[src/rtl/debounce_pkg.sv]
// rtl/debounce_pkg.sv - shared state encoding and widths for the debounce filter
package debounce_pkg;

    typedef enum logic [1:0] {
        IDLE_LO = 2'b00,
        WAIT_HI = 2'b01,
        IDLE_HI = 2'b10,
        WAIT_LO = 2'b11
    } state_e;

    localparam int GLITCH_CNT_W = 8;

    function automatic int cnt_width(input int stable_cycles);
        int w;
        w = $clog2(stable_cycles + 1);
        return (w < 1) ? 1 : w;
    endfunction

endpackage

[src/rtl/sync2.sv]
// rtl/sync2.sv - two-flop synchronizer for a single asynchronous bit
module sync2 (
    input  logic d,
    output logic q,
    input  logic clk,
    input  logic rst_n
);

    logic meta_q;

    always_ff @(posedge clk or negedge rst_n) begin
        if (!rst_n) begin
            meta_q <= 1'b0;
            q      <= 1'b0;
        end else begin
            meta_q <= d;
            q      <= meta_q;
        end
    end

endmodule

[src/rtl/debounce_filter.sv]
// rtl/debounce_filter.sv - debounce FSM with rise pulse; DEBOUNCE_GLITCH_CNT_EN adds glitch_cnt
module debounce_filter
    import debounce_pkg::*;
#(
    parameter int STABLE_CYCLES = 16
) (
    input  logic clk,
    input  logic rst_n,
    input  logic sig_raw,
    output logic sig_clean,
    output logic sig_rise,
    output logic busy
`ifdef DEBOUNCE_GLITCH_CNT_EN
    ,
    output logic [GLITCH_CNT_W-1:0] glitch_cnt
`endif
);

    localparam int CNT_W = cnt_width(STABLE_CYCLES);
    localparam logic [CNT_W-1:0] CNT_LAST = CNT_W'(STABLE_CYCLES - 1);

    logic           sig_sync;
    state_e         state_q, state_d;
    logic [CNT_W-1:0] cnt_q, cnt_d;
    logic           rise_q, rise_d;

    sync2 u_sync2 (
        .d     (sig_raw),
        .q     (sig_sync),
        .clk   (clk),
        .rst_n (rst_n)
    );

    always_comb begin
        state_d = state_q;
        cnt_d   = cnt_q;
        case (state_q)
            IDLE_LO: if (sig_sync) begin
                state_d = WAIT_HI;
                cnt_d   = '0;
            end
            WAIT_HI: begin
                if (!sig_sync)             state_d = IDLE_LO;
                else if (cnt_q == CNT_LAST) state_d = IDLE_HI;
                else                       cnt_d   = cnt_q + 1'b1;
            end
            IDLE_HI: if (!sig_sync) begin
                state_d = WAIT_LO;
                cnt_d   = '0;
            end
            WAIT_LO: begin
                if (sig_sync)              state_d = IDLE_HI;
                else if (cnt_q == CNT_LAST) state_d = IDLE_LO;
                else                       cnt_d   = cnt_q + 1'b1;
            end
            default: state_d = IDLE_LO;
        endcase
        rise_d = (state_q == WAIT_HI) && (state_d == IDLE_HI);
    end

    always_ff @(posedge clk or negedge rst_n) begin
        if (!rst_n) begin
            state_q <= IDLE_LO;
            cnt_q   <= '0;
            rise_q  <= 1'b0;
        end else begin
            state_q <= state_d;
            cnt_q   <= cnt_d;
            rise_q  <= rise_d;
        end
    end

    // Encoding puts the accepted level in bit 1 and "qualifying" in bit 0.
    assign sig_clean = state_q[1];
    assign busy      = state_q[0];
    assign sig_rise  = rise_q;

`ifdef DEBOUNCE_GLITCH_CNT_EN
    logic                    reject;
    logic [GLITCH_CNT_W-1:0] glitch_q;

    // A waiting state that sees the accepted level again has been rejected.
    assign reject = busy && (sig_sync == sig_clean);

    always_ff @(posedge clk or negedge rst_n) begin
        if (!rst_n)                        glitch_q <= '0;
        else if (reject && (glitch_q != '1)) glitch_q <= glitch_q + 1'b1;
    end

    assign glitch_cnt = glitch_q;
`endif

endmodule
[config.mk]
export PLATFORM = sky130hd
export DESIGN_NAME = debounce_filter
export DESIGN_NICKNAME = d
export VERILOG_FILES = /design/src/rtl/debounce_pkg.sv /design/src/rtl/sync2.sv /design/src/rtl/debounce_filter.sv
export SDC_FILE = /design/constraint.sdc
export NUM_CORES = 1
export LEC_CHECK = 0
export CAP_MARGIN = 20
export CORE_AREA = 4 4 41 43
export DETAILED_ROUTE_END_ITERATION = 8
export DIE_AREA = 0 0 45 47
export SLEW_MARGIN = 20
export SYNTH_ARGS = -nofsm -noshare
export SYNTH_HDL_FRONTEND = slang
export SYNTH_HIERARCHICAL = 1
export SYNTH_SLANG_ARGS = --single-unit
[constraint.sdc]
create_clock -name clk -period 3.3 [get_ports clk]
set_input_delay 0.33 -clock clk [delete_from_list [all_inputs] [get_ports clk]]
set_output_delay 0.33 -clock clk [all_outputs]
set_load 0.05 [all_outputs]
==> metrics.md <==
| Metric | Value |
|---|---|
| Outcome | `finished, final reports clean` |
| Non-filler instance count after layout | `62` |
| Distinct cells, synth | `19` |
| Routed Antenna Nets | `0` |
| H-tree depth | `1` |
| Cts hold-fix bufs | `0` |
| Initial DRC count | `4` |
| Max FO, Critical Path | `9` |
| Area occupied by multi-input gates | `181.4 um^2` |
| Clock buffer depth | `2` |
| Fin util | `between 40% and 50%` |
| I/O Buffers | `5` |
| RSZ-0062 raised after global routing | `false` |
| First-pass GRT wire length | `between 1000 and 1500 um` |
| Sequential Area | `around 250 um^2` |
| Initial antenna violation count | `0` |
| Max cap viols | `0` |
| WS Path Type | `reg -> out` |
| Die area | `2115 um^2` |
| Slowest CP cell | `clkdlybuf4s50_1` |
| Post-Syn Area per Cell | `11.26 um^2` |
| Largest net degree at the start of global routing | `11` |
| RePlAce Congestion | `0.6791` |
| Worst Skew | `roughly 0.0080 ns` |
| Final Cycle Share | `58.11%` |
| Core area | `~1300 um^2` |
| CTS clk-pin slew, worst paths | `about 0.060 ns` |
| Routed length on met2 | `330 um` |
| Hold WC Path Type | `reg -> reg` |
| Syn_nets | `44` |
| Dpl cells | `59` |
| CTS tree | `done` |
| Tot GR Track Use | `between 8 and 9%` |
| Min Tclk post-route | `approximately 1.9 ns` |
| Uppermost layer routed | `met4` |
| Root buffer cell | `clkbuf_4` |
| Overflow after GRT | `0` |
| Fill cells | `about 140` |
| Sequential share of the synthesized area | `between 50% and 60%` |
| Final WL | `approximately 750 um` |
| Cell area after synthesis | `439.2 um^2` |
| Num CTS Buffers | `3` |
| Die Wd | `between 40 and 50 um` |
| Via Count | `a little over 300` |
| Clk sinks | `10` |
| Post-CTS setup buffers | `0` |
| Final setup TNS | `0 ns` |
| Layout net count | `54` |
| Synth Register Bits | `10` |
| Max Clk Rate | `approximately 520 MHz` |
| CP Capture Type | `output port` |
| Pwr Total | `between 200 and 250 uW` |
| DR WL met3 | `around 30 um` |
| Setup crit start kind | `register` |
| Final Hold Vio Count | `0` |
| WL/cell | `12.15 um` |
| Final setup viols | `0` |
| Syn. warnings | `6` |
| Fin Hold WS | `around 0.35 ns` |
| Post-Syn Instances | `39` |
| Wl on met1 | `roughly 380 um` |
| CP delay by family, top | `buffers and inverters` |
| Leakage | `between 0.0002 and 0.00025 uW` |
| Layout cells sized above 1 | `between 10% and 20%` |
| Slew of the pin with the lowest slew margin | `~0.58 ns` |
| Die height | `approximately 47 um` |
| CP Data Arrival Time | `approximately 1.6 ns` |
| Pwr dens | `roughly 470 nW/um^2` |
| Vias in the first global route | `280` |
| Post-CTS Resized | `0` |
| CP peak stage delay | `0.85 ns` |
| Crit-path cells | `clkdlybuf4s50_1` |
| Routed vias/inst | `between 4 and 5` |
| Worst path bufs/invs | `1` |
| Starting Density | `33.75%` |
| Final Slew Violations | `0` |
| I/O pin total | `6` |
| Drt drc | `0` |
| Max IR drop VDD | `0.2172 mV` |
| CP required | `approximately 3.0 ns` |
| Rows | `13` |
| Max-slew headroom | `61.11%` |
| Skew-Pair Late Insertion Delay | `between 0.2 and 0.3 ns` |
| Diodes inserted | `0` |
| 1st-pass router iterations | `4` |
| Area grow syn2layout | `20.80%` |
[cell usage in the layout (no fill, tap or decap), drive strengths merged]
cell type,count
o21ai,5
a21oi,1
or4,1
nand2,3
inv,2
o31ai,1
nand3,3
mux2,1
and3,1
clkbuf,3
and2,1
nor3b,1
ha,2
dfrtp,10
nand2b,3
nor2,1
xnor2,1
or4b,2
clkdlybuf4s50,5
[metal layers]
layer / GRT usage [%] / vias up
li1: - / 156
met1: 10.14 / 144
met2: 11.58 / 4
met3: 2.299 / 2
met4: 10.53 / 0
met5: 0 / -
[where the power goes]
| part | leakage [uW] | internal [uW] | total (uW) | switching (uW) |
|---|---|---|---|---|
| clock | 0.0000138 | 42.1 | 83.2 | 41.2 |
| combinational | 0.0000889 | 10.7 | 23.7 | 13.0 |
| sequential | 0.000130 | 132 | 141 | 9.41 |
| total | 0.000233 | 185 | 248 | 63.5 |
[synthesized netlist by cell type]
cell | instances | area [um^2]
nor3b_1 | 1 | 7.510
and2_1 | 1 | 6.260
ha_1 | 2 | 25.02
nand2_1 | 3 | 11.26
o31ai_1 | 1 | 7.510
a21oi_1 | 1 | 5.000
o21ai_0 | 3 | 15.01
dfrtp_1 | 10 | 250.2
nand2b_1 | 2 | 12.51
nand2b_2 | 1 | 8.760
mux2_2 | 1 | 11.26
inv_1 | 2 | 7.510
or4_1 | 1 | 7.510
o21ai_1 | 2 | 10.01
nor2_1 | 1 | 3.750
xnor2_1 | 1 | 8.760
nand3_1 | 3 | 15.01
and3_1 | 1 | 6.260
or4b_1 | 2 | 20.02
[final cells by class]
type	count	area share, %
clock buffer	3	4.245
inverter	2	1.415
multi-input combinational	27	34.20
sequential	10	47.17
tap	15	3.538
timing repair buffer	5	9.434
[cells by family after synthesis]
logic type	after synthesis	synth area share, %
simple gates	16	22.51
flops	10	56.98
compound gates	7	8.546
buf+inv	2	1.710
fa+ha+maj	2	5.697
xor+xnor	1	1.995
mux	1	2.564
[registers in the layout, indices dropped and copies added, names as in the netlist]
register,count
state_q,2
u_sync2/meta_q,1
u_sync2/q,1
sig_rise,1
cnt_q,5
[worst paths after layout]
kind	startpoint	endpoint	slack [ns]	cells past startpoint
min in group asynchronous	rst_n	cnt_q[0]$_DFFE_PN0P_	0.37	1
worst max-delay path	state_q[0]$_DFF_PN0_	busy	1.38	1
worst min register to register	u_sync2/meta_q$_DFF_PN0_	u_sync2/q$_DFF_PN0_	0.35	0
worst max register to register	cnt_q[0]$_DFFE_PN0P_	cnt_q[3]$_DFFE_PN0P_	1.39	6
worst min-delay path	u_sync2/meta_q$_DFF_PN0_	u_sync2/q$_DFF_PN0_	0.35	0
max in group asynchronous	rst_n	u_sync2/meta_q$_DFF_PN0_	2.61	1
[through the flow]
| step | setup WS (ns) | cell area, um^2 |
|---|---|---|
| 6_report | 1.382 | 530.5 |
| 5_1_grt | 1.293 | 530.5 |
| 4_1_cts | 1.366 | 530.5 |
| 3_5_place_dp | 1.409 | 508.0 |
| 3_3_place_gp | 1.454 | 508.0 |
| 2_1_floorplan | 1.537 | 439.2 |
Note: power is estimated with default switching activity, not from simulation.
